**src/rtl/wb_arb_pkg.sv**
```systemverilog
// Shared types and sizing helpers for the round-robin Wishbone arbiter.
package wb_arb_pkg;

  typedef enum logic [0:0] {
    ARB_IDLE  = 1'b0,
    ARB_GRANT = 1'b1
  } arb_state_t;

  // Width of an owner index; at least one bit even for a single requester.
  function automatic int owner_width(input int n);
    return (n > 1) ? $clog2(n) : 1;
  endfunction

  // Width of a counter that must hold 0..max_out inclusive.
  function automatic int count_width(input int max_out);
    return $clog2(max_out + 1);
  endfunction

endpackage

```
**src/rtl/wb_rr_picker.sv**
```systemverilog
// Combinational round-robin picker: first asserted request at or after i_ptr.
module wb_rr_picker
  import wb_arb_pkg::*;
#(
  parameter  int N  = 4,
  localparam int IW = owner_width(N)
) (
  input  logic [N-1:0]  i_req,
  input  logic [IW-1:0] i_ptr,
  output logic [IW-1:0] o_idx,
  output logic          o_valid
);

  // Scan from the farthest candidate back to i_ptr so the nearest hit wins.
  always_comb begin
    logic [IW:0] w_sum;
    // NOTE: every output and temporary gets a default before the loop so no path leaves one unassigned.
    o_idx   = '0;
    o_valid = 1'b0;
    w_sum   = '0;
    for (int k = N - 1; k >= 0; k--) begin
      w_sum = {1'b0, i_ptr} + (IW + 1)'(k);
      if (w_sum >= (IW + 1)'(N)) begin
        w_sum = w_sum - (IW + 1)'(N);
      end
      if (i_req[w_sum[IW-1:0]]) begin
        o_idx   = w_sum[IW-1:0];
        o_valid = 1'b1;
      end
    end
  end

endmodule

```
**src/rtl/wishbone_rr_arbiter.sv**
```systemverilog
// N-to-1 round-robin arbiter in front of one pipelined Wishbone B4 target.
// The grant lasts a whole CYC (longer while the owner holds LOCK), and the
// number of accepted-but-unterminated strobes is capped at MaxOutstanding.
module wishbone_rr_arbiter
  import wb_arb_pkg::*;
#(
  parameter  int NumInitiators  = 4,
  parameter  int AddressWidth   = 16,
  parameter  int DataWidth      = 8,
  parameter  int Granularity    = 8,
  parameter  int MaxOutstanding = 4,
  localparam int SelWidth       = DataWidth / Granularity,
  localparam int OwnerW         = owner_width(NumInitiators)
) (
  input  logic                              CLK,
  input  logic                              RST_N,
  input  logic [NumInitiators-1:0]          I_CYC,
  input  logic [NumInitiators-1:0]          I_STB,
  input  logic [NumInitiators-1:0]          I_LOCK,
  input  logic [NumInitiators-1:0]          I_WE,
  input  logic [NumInitiators*AddressWidth-1:0] I_ADDR,
  input  logic [NumInitiators*SelWidth-1:0] I_SEL,
  input  logic [NumInitiators*DataWidth-1:0] I_DAT_ToTarget,
  output logic [NumInitiators-1:0]          I_ACK,
  output logic [NumInitiators-1:0]          I_ERR,
  output logic [NumInitiators-1:0]          I_RTY,
  output logic [NumInitiators-1:0]          I_STALL,
  output logic [DataWidth-1:0]              I_DAT_ToInitiator,
  output logic                              T_CYC,
  output logic                              T_STB,
  output logic                              T_LOCK,
  output logic                              T_WE,
  output logic [AddressWidth-1:0]           T_ADDR,
  output logic [SelWidth-1:0]               T_SEL,
  output logic [DataWidth-1:0]              T_DAT_ToTarget,
  input  logic                              T_ACK,
  input  logic                              T_ERR,
  input  logic                              T_RTY,
  input  logic                              T_STALL,
  input  logic [DataWidth-1:0]              T_DAT_ToInitiator,
  output logic [OwnerW-1:0]                 Owner,
  output logic                              OwnerValid
);

  localparam int CountWidth = count_width(MaxOutstanding);

  arb_state_t              r_state;
  logic [OwnerW-1:0]       r_owner;
  logic                    r_owner_valid;
  logic [OwnerW-1:0]       r_ptr;
  logic [CountWidth-1:0]   r_cnt;

  logic [OwnerW-1:0]       w_pick_idx;
  logic                    w_pick_valid;
  logic [OwnerW-1:0]       w_next_ptr;
  logic                    w_granted;
  logic                    w_full;
  logic                    w_t_cyc;
  logic                    w_inc;
  logic                    w_dec;
  logic                    w_term;
  logic [NumInitiators-1:0] w_owner_oh;

  logic                    w_own_cyc;
  logic                    w_own_stb;
  logic                    w_own_lock;
  logic                    w_own_we;
  logic [AddressWidth-1:0] w_own_addr;
  logic [SelWidth-1:0]     w_own_sel;
  logic [DataWidth-1:0]    w_own_dat;

  wb_rr_picker #(
    .N(NumInitiators)
  ) u_picker (
    .i_req   (I_CYC),
    .i_ptr   (r_ptr),
    .o_idx   (w_pick_idx),
    .o_valid (w_pick_valid)
  );

  assign w_granted  = (r_state == ARB_GRANT);
  assign w_full     = (r_cnt == CountWidth'(MaxOutstanding));
  assign w_owner_oh = {{(NumInitiators-1){1'b0}}, 1'b1} << r_owner;
  assign w_next_ptr = (r_owner == OwnerW'(NumInitiators - 1)) ? '0 : r_owner + 1'b1;

  // Select the current owner's request signals.
  always_comb begin
    w_own_cyc  = 1'b0;
    w_own_stb  = 1'b0;
    w_own_lock = 1'b0;
    w_own_we   = 1'b0;
    w_own_addr = '0;
    w_own_sel  = '0;
    w_own_dat  = '0;
    for (int k = 0; k < NumInitiators; k++) begin
      if (r_owner == OwnerW'(k)) begin
        w_own_cyc  = I_CYC[k];
        w_own_stb  = I_STB[k];
        w_own_lock = I_LOCK[k];
        w_own_we   = I_WE[k];
        w_own_addr = I_ADDR[k*AddressWidth +: AddressWidth];
        w_own_sel  = I_SEL[k*SelWidth +: SelWidth];
        w_own_dat  = I_DAT_ToTarget[k*DataWidth +: DataWidth];
      end
    end
  end

  assign w_t_cyc = w_granted & w_own_cyc;
  assign w_term  = T_ACK | T_ERR | T_RTY;
  assign w_inc   = T_STB & ~T_STALL;
  assign w_dec   = w_t_cyc & w_term;

  // Drive the target bus from the owner; everything is quiet outside an open cycle.
  always_comb begin
    T_CYC          = w_t_cyc;
    T_STB          = w_t_cyc & w_own_stb & ~w_full;
    T_LOCK         = w_granted & w_own_lock;
    T_WE           = w_t_cyc & w_own_we;
    T_ADDR         = w_t_cyc ? w_own_addr : '0;
    T_SEL          = w_t_cyc ? w_own_sel  : '0;
    T_DAT_ToTarget = w_t_cyc ? w_own_dat  : '0;
  end

  // Route stall and terminations back to the owner only; a dropped CYC discards terminations.
  always_comb begin
    I_STALL           = ~(w_owner_oh & {NumInitiators{w_granted & ~(T_STALL | w_full)}});
    I_ACK             = w_owner_oh & {NumInitiators{w_t_cyc & T_ACK}};
    I_ERR             = w_owner_oh & {NumInitiators{w_t_cyc & T_ERR}};
    I_RTY             = w_owner_oh & {NumInitiators{w_t_cyc & T_RTY}};
    I_DAT_ToInitiator = T_DAT_ToInitiator;
  end

  // Grant FSM: pick round-robin in IDLE, hold through CYC and LOCK in GRANT.
  always_ff @(posedge CLK or negedge RST_N) begin
    // NOTE: non-blocking assignments so every register here updates from pre-edge values.
    if (!RST_N) begin
      r_state       <= ARB_IDLE;
      r_owner       <= '0;
      r_owner_valid <= 1'b0;
      r_ptr         <= '0;
    end else begin
      case (r_state)
        ARB_IDLE: begin
          if (w_pick_valid) begin
            r_state       <= ARB_GRANT;
            r_owner       <= w_pick_idx;
            r_owner_valid <= 1'b1;
          end
        end
        ARB_GRANT: begin
          if (!w_own_cyc && !w_own_lock) begin
            r_state       <= ARB_IDLE;
            r_owner_valid <= 1'b0;
            r_ptr         <= w_next_ptr;
          end
        end
        default: begin
          r_state       <= ARB_IDLE;
          r_owner_valid <= 1'b0;
        end
      endcase
    end
  end

  // Outstanding-strobe counter; cleared whenever the owner's cycle is not open (abort).
  always_ff @(posedge CLK or negedge RST_N) begin
    if (!RST_N) begin
      r_cnt <= '0;
    end else if (!w_t_cyc) begin
      r_cnt <= '0;
    end else if (w_inc && !w_dec) begin
      r_cnt <= r_cnt + 1'b1;
    end else if (w_dec && !w_inc && (r_cnt != '0)) begin
      r_cnt <= r_cnt - 1'b1;
    end
  end

  assign Owner      = r_owner;
  assign OwnerValid = r_owner_valid;

  // A termination with nothing outstanding means the target is misbehaving.
  a_no_underflow : assert property (@(posedge CLK) disable iff (!RST_N)
    !(w_dec && !w_inc && (r_cnt == '0)));

endmodule
```
**config.mk**
```make
export PLATFORM = sky130hd
export DESIGN_NAME = wishbone_rr_arbiter
export DESIGN_NICKNAME = d
export VERILOG_FILES = /design/src/rtl/wb_arb_pkg.sv /design/src/rtl/wb_rr_picker.sv /design/src/rtl/wishbone_rr_arbiter.sv
export SDC_FILE = /design/constraint.sdc
export NUM_CORES = 1
export LEC_CHECK = 0
export ABC_AREA = 0
export CAP_MARGIN = 20
export CORE_ASPECT_RATIO = 2
export CORE_UTILIZATION = 27
export CTS_BUF_LIST = sky130_fd_sc_hd__clkbuf_4 sky130_fd_sc_hd__clkbuf_8
export DETAILED_ROUTE_END_ITERATION = 10
export PLACE_DENSITY = 0.89
export SYNTH_ARGS = -nofsm -noshare
export SYNTH_HDL_FRONTEND = slang
export SYNTH_HIERARCHICAL = 1
export SYNTH_SLANG_ARGS = --single-unit
```
**constraint.sdc**
```tcl
create_clock -name CLK -period 2.42 [get_ports CLK]
set_input_delay 0.726 -clock CLK [delete_from_list [all_inputs] [get_ports CLK]]
set_output_delay 0.726 -clock CLK [all_outputs]
set_load 0.01 [all_outputs]
```
; Word level (Yosys, flattened, before mapping)
; Index checks and enable logic that the tools add are counted.
; W data, S select, Z words.
[classes]
eq_ne = 7
bitwise = 23
mux = 61
n_mul = 0
magnitude_cmp = 8
n_shift = 1
n_div = 0
add_sub_neg = 10
n_reduce_logical = 13
[ops]
columns = cell, count
row1 = $mux W16, 5
row2 = $mux W8, 5
row3 = $mux W1, 33
row4 = $mux W2, 9
row5 = $and A4 B4 Y4, 4
row6 = $lt A2 B3 Y1 const B, 4
row7 = $and A1 B1 Y1, 11
row8 = $ge A3 B3 Y1 const B, 3
row9 = $mux W3, 3
row10 = $bmux W1 S2, 4
row11 = $sub A2 B1 Y2 const B, 4
row12 = $add A2 B2 Y3 const B, 2
row13 = $reduce_and A2 Y1, 3
row14 = $eq A2 B2 Y1 const B, 2
row15 = $logic_and A1 B1 Y1, 4
row16 = $logic_not A1 Y1, 4
row17 = $ne A2 B1 Y1 const B, 2
row18 = $not A1 Y1, 4
row19 = $not A4 Y4, 1
row20 = $pmux W1 S2, 2
row21 = $shl A1 B2 Y4 const A, 1
row22 = $add A2 B1 Y3 const B, 1
row23 = $add A3 B1 Y3 const B, 1
row24 = $eq A3 B3 Y1 const B, 1
row25 = other kinds (8), 10
[totals]
memories = 0
output_inout_bits = 56
word_cells = 128
mem_bits_rw = 0
latch_bits = 0
reg_bits = 9
mem_bits_ro = 0

; Depth between registers and ports, before layout
; Gate-level depths: netlist of run 1.
[depth]
depth_word = 15
depth_mapped = 12
ltp_nobuf = 11

; By module
; Netlist of run 1, hierarchy kept.
[modules_own_cells]
columns = mod, area_each_um2, n_inst, cells_each, seq_area_each_um2
row1 = wishbone_rr_arbiter, 1711.6, 1, 251, 225.2
row2 = wb_rr_picker, 77.6, 1, 13, 0.0

; Worst setup path after synthesis of run 1
; OpenSTA, ideal clock, no wires.
[synth_timing]
path_type = register to output
start = register r_owner[0] (netlist: Owner[0])
end = output T_ADDR[10]
path_stages_with_launch = 10
arrival_time_ns = 1.884
path_slack_ns = -0.190
required_time_ns = 1.694
path_buffers = 3
cell_sequence = dfrtp_1 > inv_1 > ha_1 > buf_2 > a211oi_1 > a221oi_4 > nand2_1 > buf_2 > buf_2 > nor2_1
[synth_via]
elab_chain_len = 7
[synth_rtl]
columns = item, line
row1 = start: declaration, wishbone_rr_arbiter.sv:48  ; logic [OwnerW-1:0] r_owner;
row2 = start signal: assignment, wishbone_rr_arbiter.sv:146  ; r_owner <= w_pick_idx;
row3 = $logic_not A2 Y1, wishbone_rr_arbiter.sv:96  ; if (r_owner == OwnerW'(k)) begin
row4 = $mux W1 (4 in a row), wishbone_rr_arbiter.sv:96
row5 = $and A1 B1 Y1, wishbone_rr_arbiter.sv:108  ; assign w_t_cyc = w_granted & w_own_cyc;
row6 = $mux W16 *, wishbone_rr_arbiter.sv:119  ; T_ADDR = w_t_cyc ? w_own_addr : '0;
row7 = end: declaration, wishbone_rr_arbiter.sv:33  ; output logic [AddressWidth-1:0] T_ADDR,
; Every way passes the cells marked *; elsewhere a longest branch is shown, timed or not.

; Worst setup path in the final report of run 1
[layout_timing]
start = register r_owner[1] (netlist: Owner[1])
end = output I_ACK[2]
[layout_via]
elab_chain_len = 8
[layout_rtl]
columns = item, line
row1 = $logic_not A2 Y1, wishbone_rr_arbiter.sv:96
row2 = $mux W1 (4 in a row), wishbone_rr_arbiter.sv:96
row3 = $and A1 B1 Y1, wishbone_rr_arbiter.sv:108
row4 = $and A1 B1 Y1, wishbone_rr_arbiter.sv:127  ; I_ACK = w_owner_oh & {NumInitiators{w_t_cyc & T_ACK}};
row5 = $and A4 B4 Y4 *, wishbone_rr_arbiter.sv:127
row6 = end: declaration, wishbone_rr_arbiter.sv:24  ; output logic [NumInitiators-1:0] I_ACK,
; Marked as above.

==> metrics.cfg, run 1 <==
[synthesis]
synthSimpleGateAreaFrac = 0.392
synthMuxAreaShare = 0.0238
ys_seq_area_frac = 0.126
synth_xor_area_frac = 0.00490
synth_area_leader_cell = a221oi_1
ys_seq_elements = 9
synthAdderAreaFrac = 0.0392
synth_cell_types = 37
synthCells = 264
synth_area_mm2 = 0.00179
synth_top_family_by_area = simple AND/OR/NAND/NOR gates
yosys_warnings = 6
synthFlopType = dfrtp_1
synth_compound_area_frac = 0.292
avgSynthCellArea_um2 = 6.78
synth_edf_count = 0
synth.top_cell.area_share = 0.132
syn_nets = 399
synthTopCellsByCount = 32 x nor2_1, 31 x nor2b_1, 28 x a21oi_1, 28 x nor3_1, 27 x a221oi_1
synth.most_common_cell = nor2_1
synth_async_sr_flop_share = 1.00
synthTopCellsByArea = a221oi_1 13%, dfrtp_1 13%, nor2b_1 11%, a21oi_1 7.8%, nor3_1 7.8%

[route]
routed-via-count = 2992
postRouteWirelength_mm = 11.1
route.detailed.drc = 0
drt_iter0_markers = 270
drt_pre_antenna_iters = 4
ant_nets = 0
viasPerCell = 5.42
wl_per_cell_um = 20.1

[cts]
ctsRootBufferMaster = clkbuf_8
clkSinkCount = 9
path_clk_slew_ns = 0.05
htree_levels = 1
insertion_delay_ns = 0.23
cts_buffers = 3
clockBufferDepth = 2
cts_tree = done

[hold_path]
hold_class = reg2reg

[power_and_ir_drop]
vdd_drop_max_v = 0.00124
power_switching_uw = 2970
p_comb_frac = 0.924
seqPwrFrac = 0.047
clkPwrFrac = 0.030
powerDensity_mw_per_mm2 = 1310
p_leak_uw = 0.00192
p_sw_frac = 0.465
intPower_uw = 3410

[global_route]
grt_overflow = 0
grt_pass1_wl_mm = 14.6
grt_pass1_vias = 3005
grt_start_max_net_pins = 24
antenna_found_initial = 0
grt_usage = 0.275

[floorplan]
core_area_mm2 = 0.00636
core.rowCount = 41
dieArea_mm2 = 0.00698
initial_core_util = 0.281
pin_count = 186
die_w_um = 59.6
die_h_um = 117

[timing]
worst-slew-pin-transition_ns = 0.485
rsz0062_at_grt = true
finalCritPeriodShare = 1.20
timing.final.crit_period_ns = 2.90
setup_viol = 44
hold_viol = 0
holdWs_ns = 0.507
skew_ns = 0.00325
worst_slack_ns = -0.475
clock.fmax_mhz = 345
report.final.slew_viol_count = 0
slew_headroom = 0.676

[cells_and_area]
layout-drive-gt1-share = 0.472
area_growth_pct = 172
design_area_mm2 = 0.00486
n_antenna_cell = 0
nNetsFinal = 602

[worst_setup_path]
path_class = reg2out
cp.required_ns = 1.69
start_kind = flip-flop
worstPathArrival_ns = 2.17
crit_fanout = 8
endpoint_kind = output pin

[placement]
port_buffers = 169
dp_hpwl_mm = 6.80
place_ws_ns = -1.09
gp_congestion = 0.855
placed_area_mm2 = 0.00397

[status]
status = finished, violations left
violations = negative setup slack

[flow_run]
drv_cap = 0

[area by class of cell]
cell class                 count  area [um2]
tap                           86         108
inverter                       9        46.3
fill                         453        1500
timing repair inverter         2        15.0
multi-input combinational    213        2030
timing repair buffer         229        2380
clock buffer                   4        48.8
sequential                     9         228
[power by group through the flow]
| stage | clock network [uW] | registers (uW) | logic (uW) |
|---|---|---|---|
| 6_report | 190 | 297 | 5890 |
| 5_1_grt | 202 | 307 | 6180 |
| 4_1_cts | 191 | 294 | 5290 |
| 3_5_place_dp | 0 | 284 | 4040 |
| 3_3_place_gp | 0 | 277 | 3940 |
| 2_1_floorplan | 0 | 284 | 2510 |
[sequential cells by signal, summed over array words and instances (netlist names)]
name / cells
OwnerValid: 1
r_ptr: 2
r_cnt: 3
r_state: 1
Owner: 2
[critical path, stage by stage, from the launching register on]
cell,delay [ns]
dfrtp_2,0.43
inv_4,0.07
ha_4,0.20
nand3b_4,0.17
a221oi_4,0.30
nand2_4,0.11
buf_4,0.16
inv_6,0.08
and3_1,0.19
clkdlybuf4s15_2,0.23
[path summary, 6_finish.rpt]
kind / startpoint / endpoint / depth (start not counted) / slack (ns)
max: Owner[1] / I_ACK[2] / 9 / -0.48
min: OwnerValid / OwnerValid / 1 / 0.51
max reg2reg: Owner[1] / r_cnt[2] / 11 / -0.03
min reg2reg: OwnerValid / OwnerValid / 1 / 0.51
max in group asynchronous: RST_N / Owner[0] / 1 / 1.24
min in group asynchronous: RST_N / r_cnt[1] / 1 / 0.82
[per-layer routing]
metal  GRT usage  vias to the layer above  wire length (um)
met4       0.140                        0               478
li1            -                     1363                 -
met3      0.0451                       39               789
met2       0.536                      162              6120
met1       0.264                     1428              3710
met5           0                        -                 0
[cells by family (layout without fill, tap and decap cells)]
| group | Yosys count | after routing |
|---|---|---|
| compound gates | 71 | 71 |
| xor+xnor | 1 | 1 |
| fa+ha+maj | 5 | 5 |
| buf+inv | 42 | 244 |
| flops | 9 | 9 |
| mux | 4 | 4 |
| simple gates | 132 | 132 |
[cell usage in the layout (no fill, tap or decap), types with 3 or more instances in the layout]
| master | netlist | layout |
|---|---|---|
| ha_4 | 0 | 4 |
| and3_1 | 13 | 3 |
| a21oi_2 | 0 | 16 |
| a221oi_1 | 27 | 8 |
| nor3_1 | 28 | 16 |
| buf_12 | 0 | 9 |
| a21oi_1 | 28 | 11 |
| a221oi_4 | 1 | 8 |
| clkdlybuf4s50_1 | 0 | 118 |
| and3_4 | 0 | 10 |
| inv_4 | 0 | 3 |
| nor3_2 | 0 | 10 |
| clkbuf_8 | 0 | 3 |
| a211oi_2 | 2 | 3 |
| clkdlybuf4s15_1 | 0 | 3 |
| inv_1 | 8 | 4 |
| a221oi_2 | 0 | 12 |
| nor2_2 | 0 | 5 |
| nor2_4 | 0 | 21 |
| buf_2 | 7 | 8 |
| nand3b_1 | 3 | 3 |
| nand2_1 | 14 | 13 |
| buf_4 | 8 | 38 |
| nor2b_1 | 31 | 29 |
| buf_6 | 3 | 40 |
| nor2_1 | 32 | 6 |
| dfrtp_1 | 9 | 7 |
| dlygate4sd2_1 | 0 | 5 |
[through the flow]
step	instances	setup TNS (ns)	power [uW]	util
after global placement	524	-41.52	4220	0.623
final	552	-14.56	6380	0.764
after global routing	552	-18.97	6690	0.764
after CTS	548	-14.25	5780	0.714
after floorplan	264	-2.58	2790	-
after detailed placement	524	-43.16	4320	0.623
[what timing repair did]
action,4_1_cts,5_1_grt
gates resized for setup,262,53
setup endpoints to repair,47,46
setup buffers,16,2
gates cloned,5,2
hold buffers,0,0
pin swaps,18,15
(Power assumes the default switching activity.)
==> run 2, diff against run 1 <==
- CTS_BUF_LIST: sky130_fd_sc_hd__clkbuf_4 sky130_fd_sc_hd__clkbuf_8 -> default
==> run 2 against run 1 <==
  * The flow still finishes with violations (negative setup slack)
  * Combinational power rose by 2%
  * Largest power group unchanged
  * Register-to-register slack gained 0.03 ns
  * Clock skew is essentially flat
  * Cell count increased by 0.54%
  * Hold slack is essentially flat
  * Power rose by 3.6%
  * Critical path type unchanged
  * Setup slack got worse by 0.076 ns
  * Non-clock buffer count rose by 3
  * Via count increased by 0.87%
==> metrics.cfg, run 2 (synthesis gave the netlist of run 1 again) <==
[timing]
rsz0062_at_grt = true  ; unchanged
report.final.slew_viol_count = 0  ; unchanged
holdWs_ns = 0.507  ; about the same
finalCritPeriodShare = 1.23  ; was 1.20
worst_slack_ns = -0.551  ; was -0.475 ns
skew_ns = 0.00299  ; was 0.00325 ns
clock.fmax_mhz = 337  ; was 345 MHz
slew_headroom = 0.671  ; was 0.676
timing.final.crit_period_ns = 2.97  ; was 2.90 ns
setup_viol = 41  ; was 44
setup_tns_ns = -15.98  ; was -14.56 ns
hold_viol = 0  ; unchanged
worst-slew-pin-transition_ns = 0.492  ; was 0.485 ns

[power_and_ir_drop]
p_comb_frac = 0.910  ; was 0.924
p_leak_uw = 0.00195  ; was 0.00192 uW
seqPwrFrac = 0.045  ; was 0.047
p_sw_frac = 0.460  ; was 0.465
power_switching_uw = 3040  ; was 2970 uW
intPower_uw = 3570  ; was 3410 uW
vdd_drop_max_v = 0.00130  ; was 0.00124 V
clkPwrFrac = 0.046  ; was 0.030
power.total_uw = 6610  ; was 6380 uW
powerDensity_mw_per_mm2 = 1340  ; was 1310 mW/mm2

[cells_and_area]
area_growth_pct = 175  ; was 172%
nNetsFinal = 605  ; was 602
top_register = r_cnt  ; unchanged
layoutNonFillerInstCount = 555  ; was 552
regArea_um2 = 228  ; unchanged
final_cell_mix = 118 x clkdlybuf4s50_1, 41 x buf_4, 38 x buf_6  ; was 118 x clkdlybuf4s50_1, 40 x buf_6, 38 x buf_4
layout-drive-gt1-share = 0.478  ; was 0.472
multi_input_area_mm2 = 0.00205  ; was 0.00203 mm2
final_common_cell = clkdlybuf4s50_1  ; unchanged
design_area_mm2 = 0.00492  ; was 0.00486 mm2
nFillCells = 419  ; was 453
n_antenna_cell = 0  ; unchanged
largest_reg_flops = 3  ; unchanged

[floorplan]
core.rowCount = 41  ; unchanged
initial_core_util = 0.281  ; unchanged
die_w_um = 59.6  ; unchanged
die_h_um = 117  ; unchanged
pin_count = 186  ; unchanged
dieArea_mm2 = 0.00698  ; unchanged
core_area_mm2 = 0.00636  ; unchanged

[global_route]
antenna_found_initial = 0  ; unchanged
grt_pass1_wl_mm = 14.4  ; was 14.6 mm
grt_start_max_net_pins = 24  ; unchanged
grt_usage = 0.272  ; was 0.275
grt_overflow = 0  ; unchanged
grt_pass1_vias = 3021  ; was 3,005

[placement]
port_buffers = 169  ; unchanged
dp_hpwl_mm = 6.80  ; unchanged
numPlacedInstances = 524  ; unchanged
gp_congestion = 0.855  ; unchanged
placed_area_mm2 = 0.00397  ; unchanged

[cts]
cts_buffers = 3  ; unchanged
cts_tree = done  ; unchanged
ctsRootBufferMaster = clkbuf_16  ; was clkbuf_8
insertion_delay_ns = 0.24  ; was 0.23 ns
clkSinkCount = 9  ; unchanged
htree_levels = 1  ; unchanged
path_clk_slew_ns = 0.04  ; was 0.05 ns
postCtsHoldBufs = 0  ; unchanged
clockBufferDepth = 2  ; unchanged

[worst_setup_path]
worstPathArrival_ns = 2.24  ; was 2.17 ns
timing.rr.start = Owner[1]  ; unchanged
path_delay_family = compound AO/OA/AOI/OAI gates  ; was buffers and inverters
max_stage_delay_ns = 0.42  ; was 0.43 ns
crit_path_cell_trace = inv_4 > ha_4 > buf_4 > buf_4 > a221oi_1 > nor3_1 > a21oi_1 > nor2_4 > buf_6  ; was inv_4 > ha_4 > nand3b_4 > a221oi_4 > nand2_4 > buf_4 > inv_6 > and3_1 > clkdlybuf4s15_2
rrSetupSlack_ns = 0  ; was -0.03 ns
slowest_stage = dfrtp_2  ; unchanged
cp-startpoint = Owner[1]  ; unchanged
endpoint_kind = output pin  ; unchanged
crit_fanout = 12  ; was 8
rr_endpoint = r_cnt[1]  ; was r_cnt[2]
crit_top_cell = buf_4
path_class = reg2out  ; unchanged
cp.required_ns = 1.69  ; about the same
worstRegToRegCells = 10  ; was 11
critPathBufInv = 4  ; unchanged
start_kind = flip-flop  ; unchanged

[route]
viasPerCell = 5.44  ; was 5.42
postRouteWirelength_mm = 11.3  ; was 11.1 mm
ant_nets = 0  ; unchanged
drt_pre_antenna_iters = 4  ; unchanged
routed-via-count = 3018  ; was 2,992
drt_iter0_markers = 144  ; was 270
wl_per_cell_um = 20.4  ; was 20.1 um
route.detailed.drc = 0  ; unchanged

[hold_path]
hold_class = reg2reg  ; unchanged
min_from = OwnerValid  ; unchanged
whs_path_depth = 1  ; unchanged
min_to = OwnerValid  ; unchanged

[status]
status = finished, violations left  ; unchanged
violations = negative setup slack  ; unchanged

[flow_run]
drv_cap = 0  ; unchanged

-- run 2: cell types whose count changed in the layout (fill, tap and decap cells not counted), moves of 3 or more --
cell	delta
a221oi_1	-3
buf_2	+3
buf_4	+3
clkbuf_16	+3
clkbuf_8	-3
-- run 2: stage by stage --
step	utilization	setup slack, ns
after floorplan	-	-0.106
after global placement	0.623	-1.05
after detailed placement	0.623	-1.09
after CTS	0.718	-0.428
after global routing	0.773	-0.618
final	0.773	-0.551
-- run 2: worst max path at each step --
stage,end,slack [ns],cells past startpoint
final,T_ADDR[9],-0.55,9
after global routing,T_ADDR[9],-0.62,9
after CTS,T_ADDR[4],-0.43,10
after detailed placement,I_RTY[1],-1.09,7
after global placement,I_RTY[0],-1.05,7
after floorplan,I_ERR[1],-0.11,9
-- run 2: routing by layer --
metal | global-route usage | vias up | wire length (um)
li1 | - | 1370 | -
met1 | 0.264 | 1448 | 3780
met2 | 0.535 | 155 | 6180
met3 | 0.0396 | 45 | 776
met4 | 0.126 | 0 | 566
met5 | 0 | - | 0
-- run 2: layout make-up --
type,count,share of cell area
Tap cell,86,0.0219
Timing Repair inverter,2,0.00356
Timing Repair Buffer,232,0.487
Multi-Input combinational cell,213,0.416
Clock buffer,4,0.0160
Inverter,9,0.00941
Sequential cell,9,0.0463
-- run 2: power groups by stage --
stage               combinational, uW  clock, uW  sequential, uW
floorplan                        2510          0             284
global placement                 3940          0             277
detailed placement               4040          0             284
CTS                              5300        302             294
global route                     6280        308             307
finish                           6010        301             296
-- run 2: repair_timing --
item	in CTS	in global routing
setup endpoints to repair	47	45
gates cloned	5	2
endpoints found under the hold margin	0	0
pin swaps	18	15
buffers inserted	16	8
resized for setup	264	56
==> run 3, diff against run 2 <==
- CORE_MARGIN: default -> 4
==> run 3 against run 2 <==
  * The run still ends with negative setup slack left
  * Critical path depth rose by 2
  * Setup slack better by 0.041 ns
  * Utilization fell by 0.67 points
  * Flip-flop and latch count unchanged
  * Critical path type unchanged
  * Count of clock-buffer cells in the layout unchanged
  * First-iteration DRC count up 52%
  * Clock skew grew 0.0018 ns
  * Sequential share of layout area is essentially flat
==> metrics.cfg, run 3 (synthesis gave the netlist of run 1 again) <==
[status]
status = finished, violations left  ; unchanged
violations = negative setup slack  ; unchanged

[timing]
finalCritPeriodShare = 1.21  ; was 1.23
timing.final.crit_period_ns = 2.93  ; was 2.97 ns
hold_viol = 0  ; unchanged
clock.fmax_mhz = 341  ; was 337 MHz
worst_slack_ns = -0.510  ; was -0.551 ns
worst-slew-pin-transition_ns = 0.494  ; was 0.492 ns
setup_tns_ns = -19.50  ; was -15.98 ns
slew_headroom = 0.669  ; was 0.671
setup_viol = 43  ; was 41
rsz0062_at_grt = true  ; unchanged
report.final.slew_viol_count = 0  ; unchanged
skew_ns = 0.00480  ; was 0.00299 ns

[worst_setup_path]
worstRegToRegCells = 13  ; was 10
crit_top_cell = buf_6  ; was buf_4
max_stage_delay_ns = 0.38  ; was 0.42 ns
rr_endpoint = r_cnt[2]  ; was r_cnt[1]
path_class = reg2out  ; unchanged
slowest_stage = dfrtp_1  ; was dfrtp_2
cp-startpoint = Owner[1]  ; unchanged
timing.rr.start = Owner[0]  ; was Owner[1]
start_kind = flip-flop  ; unchanged
crit_fanout = 9  ; was 12
rrSetupSlack_ns = -0.36  ; was 0 ns
cp.required_ns = 1.69  ; about the same
worstPathArrival_ns = 2.20  ; was 2.24 ns
crit_path_cell_trace = inv_2 > buf_6 > ha_4 > nor2b_4 > buf_12 > buf_4 > a221oi_1 > nor3_1 > a21oi_1 > nor2_4 > buf_6  ; was inv_4 > ha_4 > buf_4 > buf_4 > a221oi_1 > nor3_1 > a21oi_1 > nor2_4 > buf_6
endpoint_kind = output pin  ; unchanged

[hold_path]
hold_class = reg2reg  ; unchanged
whs_path_depth = 1  ; unchanged
min_to = OwnerValid  ; unchanged
min_from = OwnerValid  ; unchanged

[power_and_ir_drop]
vdd_drop_max_v = 0.000865  ; was 0.00130 V
powerDensity_mw_per_mm2 = 1340  ; about the same
p_leak_uw = 0.00195  ; about the same

[placement]
dp_hpwl_mm = 7.90  ; was 6.80 mm
gp_congestion = 0.878  ; was 0.855
port_buffers = 169  ; unchanged

[cts]
cts_tree = done  ; unchanged
clkSinkCount = 9  ; unchanged
ctsRootBufferMaster = clkbuf_16  ; unchanged
cts_buffers = 3  ; unchanged
htree_levels = 1  ; unchanged
insertion_delay_ns = 0.24  ; about the same
path_clk_slew_ns = 0.04  ; about the same
clockBufferDepth = 2  ; unchanged

[route]
drt_iter0_markers = 219  ; was 144
wl_per_cell_um = 20.5  ; was 20.4 um
drt_pre_antenna_iters = 4  ; unchanged
postRouteWirelength_mm = 11.6  ; was 11.3 mm
viasPerCell = 5.47  ; was 5.44
routed-via-count = 3101  ; was 3,018
route.detailed.drc = 0  ; unchanged
ant_nets = 0  ; unchanged

[floorplan]
die_w_um = 65.6  ; was 59.6 um
die_h_um = 123  ; was 117 um
dieArea_mm2 = 0.00807  ; was 0.00698 mm2
core_area_mm2 = 0.00636  ; unchanged
pin_count = 186  ; unchanged
initial_core_util = 0.281  ; unchanged
core.rowCount = 41  ; unchanged

[cells_and_area]
final_common_cell = clkdlybuf4s50_1  ; unchanged
layout-drive-gt1-share = 0.451  ; was 0.478
area_growth_pct = 173  ; was 175%
nNetsFinal = 617  ; was 605
final_util = 0.767  ; was 0.773
largest_reg_flops = 3  ; unchanged
nFillCells = 453  ; was 419
final_cell_mix = 119 x clkdlybuf4s50_1, 60 x buf_6, 41 x buf_4  ; was 118 x clkdlybuf4s50_1, 41 x buf_4, 38 x buf_6
top_register = r_cnt  ; unchanged
multi_input_area_mm2 = 0.00187  ; was 0.00205 mm2
n_antenna_cell = 0  ; unchanged
regArea_um2 = 226  ; was 228 um2

[global_route]
antenna_found_initial = 0  ; unchanged
grt_usage = 0.267  ; was 0.272
grt_pass1_vias = 3272  ; was 3,021
grt_pass1_wl_mm = 16.7  ; was 14.4 mm
grt_overflow = 0  ; unchanged
grt_start_max_net_pins = 25  ; was 24

[flow_run]
drv_cap = 0  ; unchanged

## run 3: worst max path at each step
stage	end	slack [ns]	cells past startpoint
detailed placement	I_RTY[1]	-1.13	7
global placement	I_ACK[1]	-1.02	7
finish	T_ADDR[0]	-0.51	11
CTS	I_ACK[2]	-0.47	10
floorplan	I_ERR[1]	-0.11	9
global route	T_ADDR[0]	-0.61	11
## run 3: per-stage QoR
step | area (um2) | hold slack (ns) | std cells | setup slack (ns) | power, uW
after CTS | 4590 | 0.515 | 560 | -0.466 | 5940
final | 4880 | 0.537 | 567 | -0.510 | 6550
after global routing | 4880 | 0.572 | 567 | -0.611 | 6880
after global placement | 4070 | 0.499 | 534 | -1.02 | 4450
after floorplan | 2050 | 0.430 | 264 | -0.106 | 2790
after detailed placement | 4070 | 0.491 | 534 | -1.13 | 4560
## run 3: worst max-delay path: cells and delay by family (launching register included)
kind,cells,cell delay (ns)
buffers and inverters,5,0.62
AOI/OAI and AO/OA,2,0.55
DFF,1,0.38
and+or+nand+nor,3,0.23
adders and majority gates,1,0.17
## run 3: where the power goes
| group | switching (uW) | internal, uW | total [uW] |
|---|---|---|---|
| registers | 72.6 | 213 | 285 |
| logic | 2810 | 3150 | 5960 |
| clock network | 80.4 | 221 | 302 |
| total | 2960 | 3580 | 6550 |
## run 3: final cells by class
class,count,area share
Timing Repair Buffer,245,0.520
Multi-Input combinational cell,213,0.384
Sequential cell,9,0.0464
Tap cell,86,0.0221
Clock buffer,4,0.0162
Inverter,9,0.00847
Timing Repair inverter,1,0.00231
## run 3: metal layers
metal	vias up	share of wire	GRT usage
li1	1396	-	-
met1	1437	0.31	0.252
met2	203	0.55	0.521
met3	65	0.073	0.0436
met4	0	0.064	0.151
met5	-	0	0
## run 3: repair_timing
action                     CTS  global route
setup buffers               21            13
setup endpoints to repair   47            51
pin swaps                   20            13
hold buffers                 0             0
gates cloned                 2             1
gates resized for setup    270            59
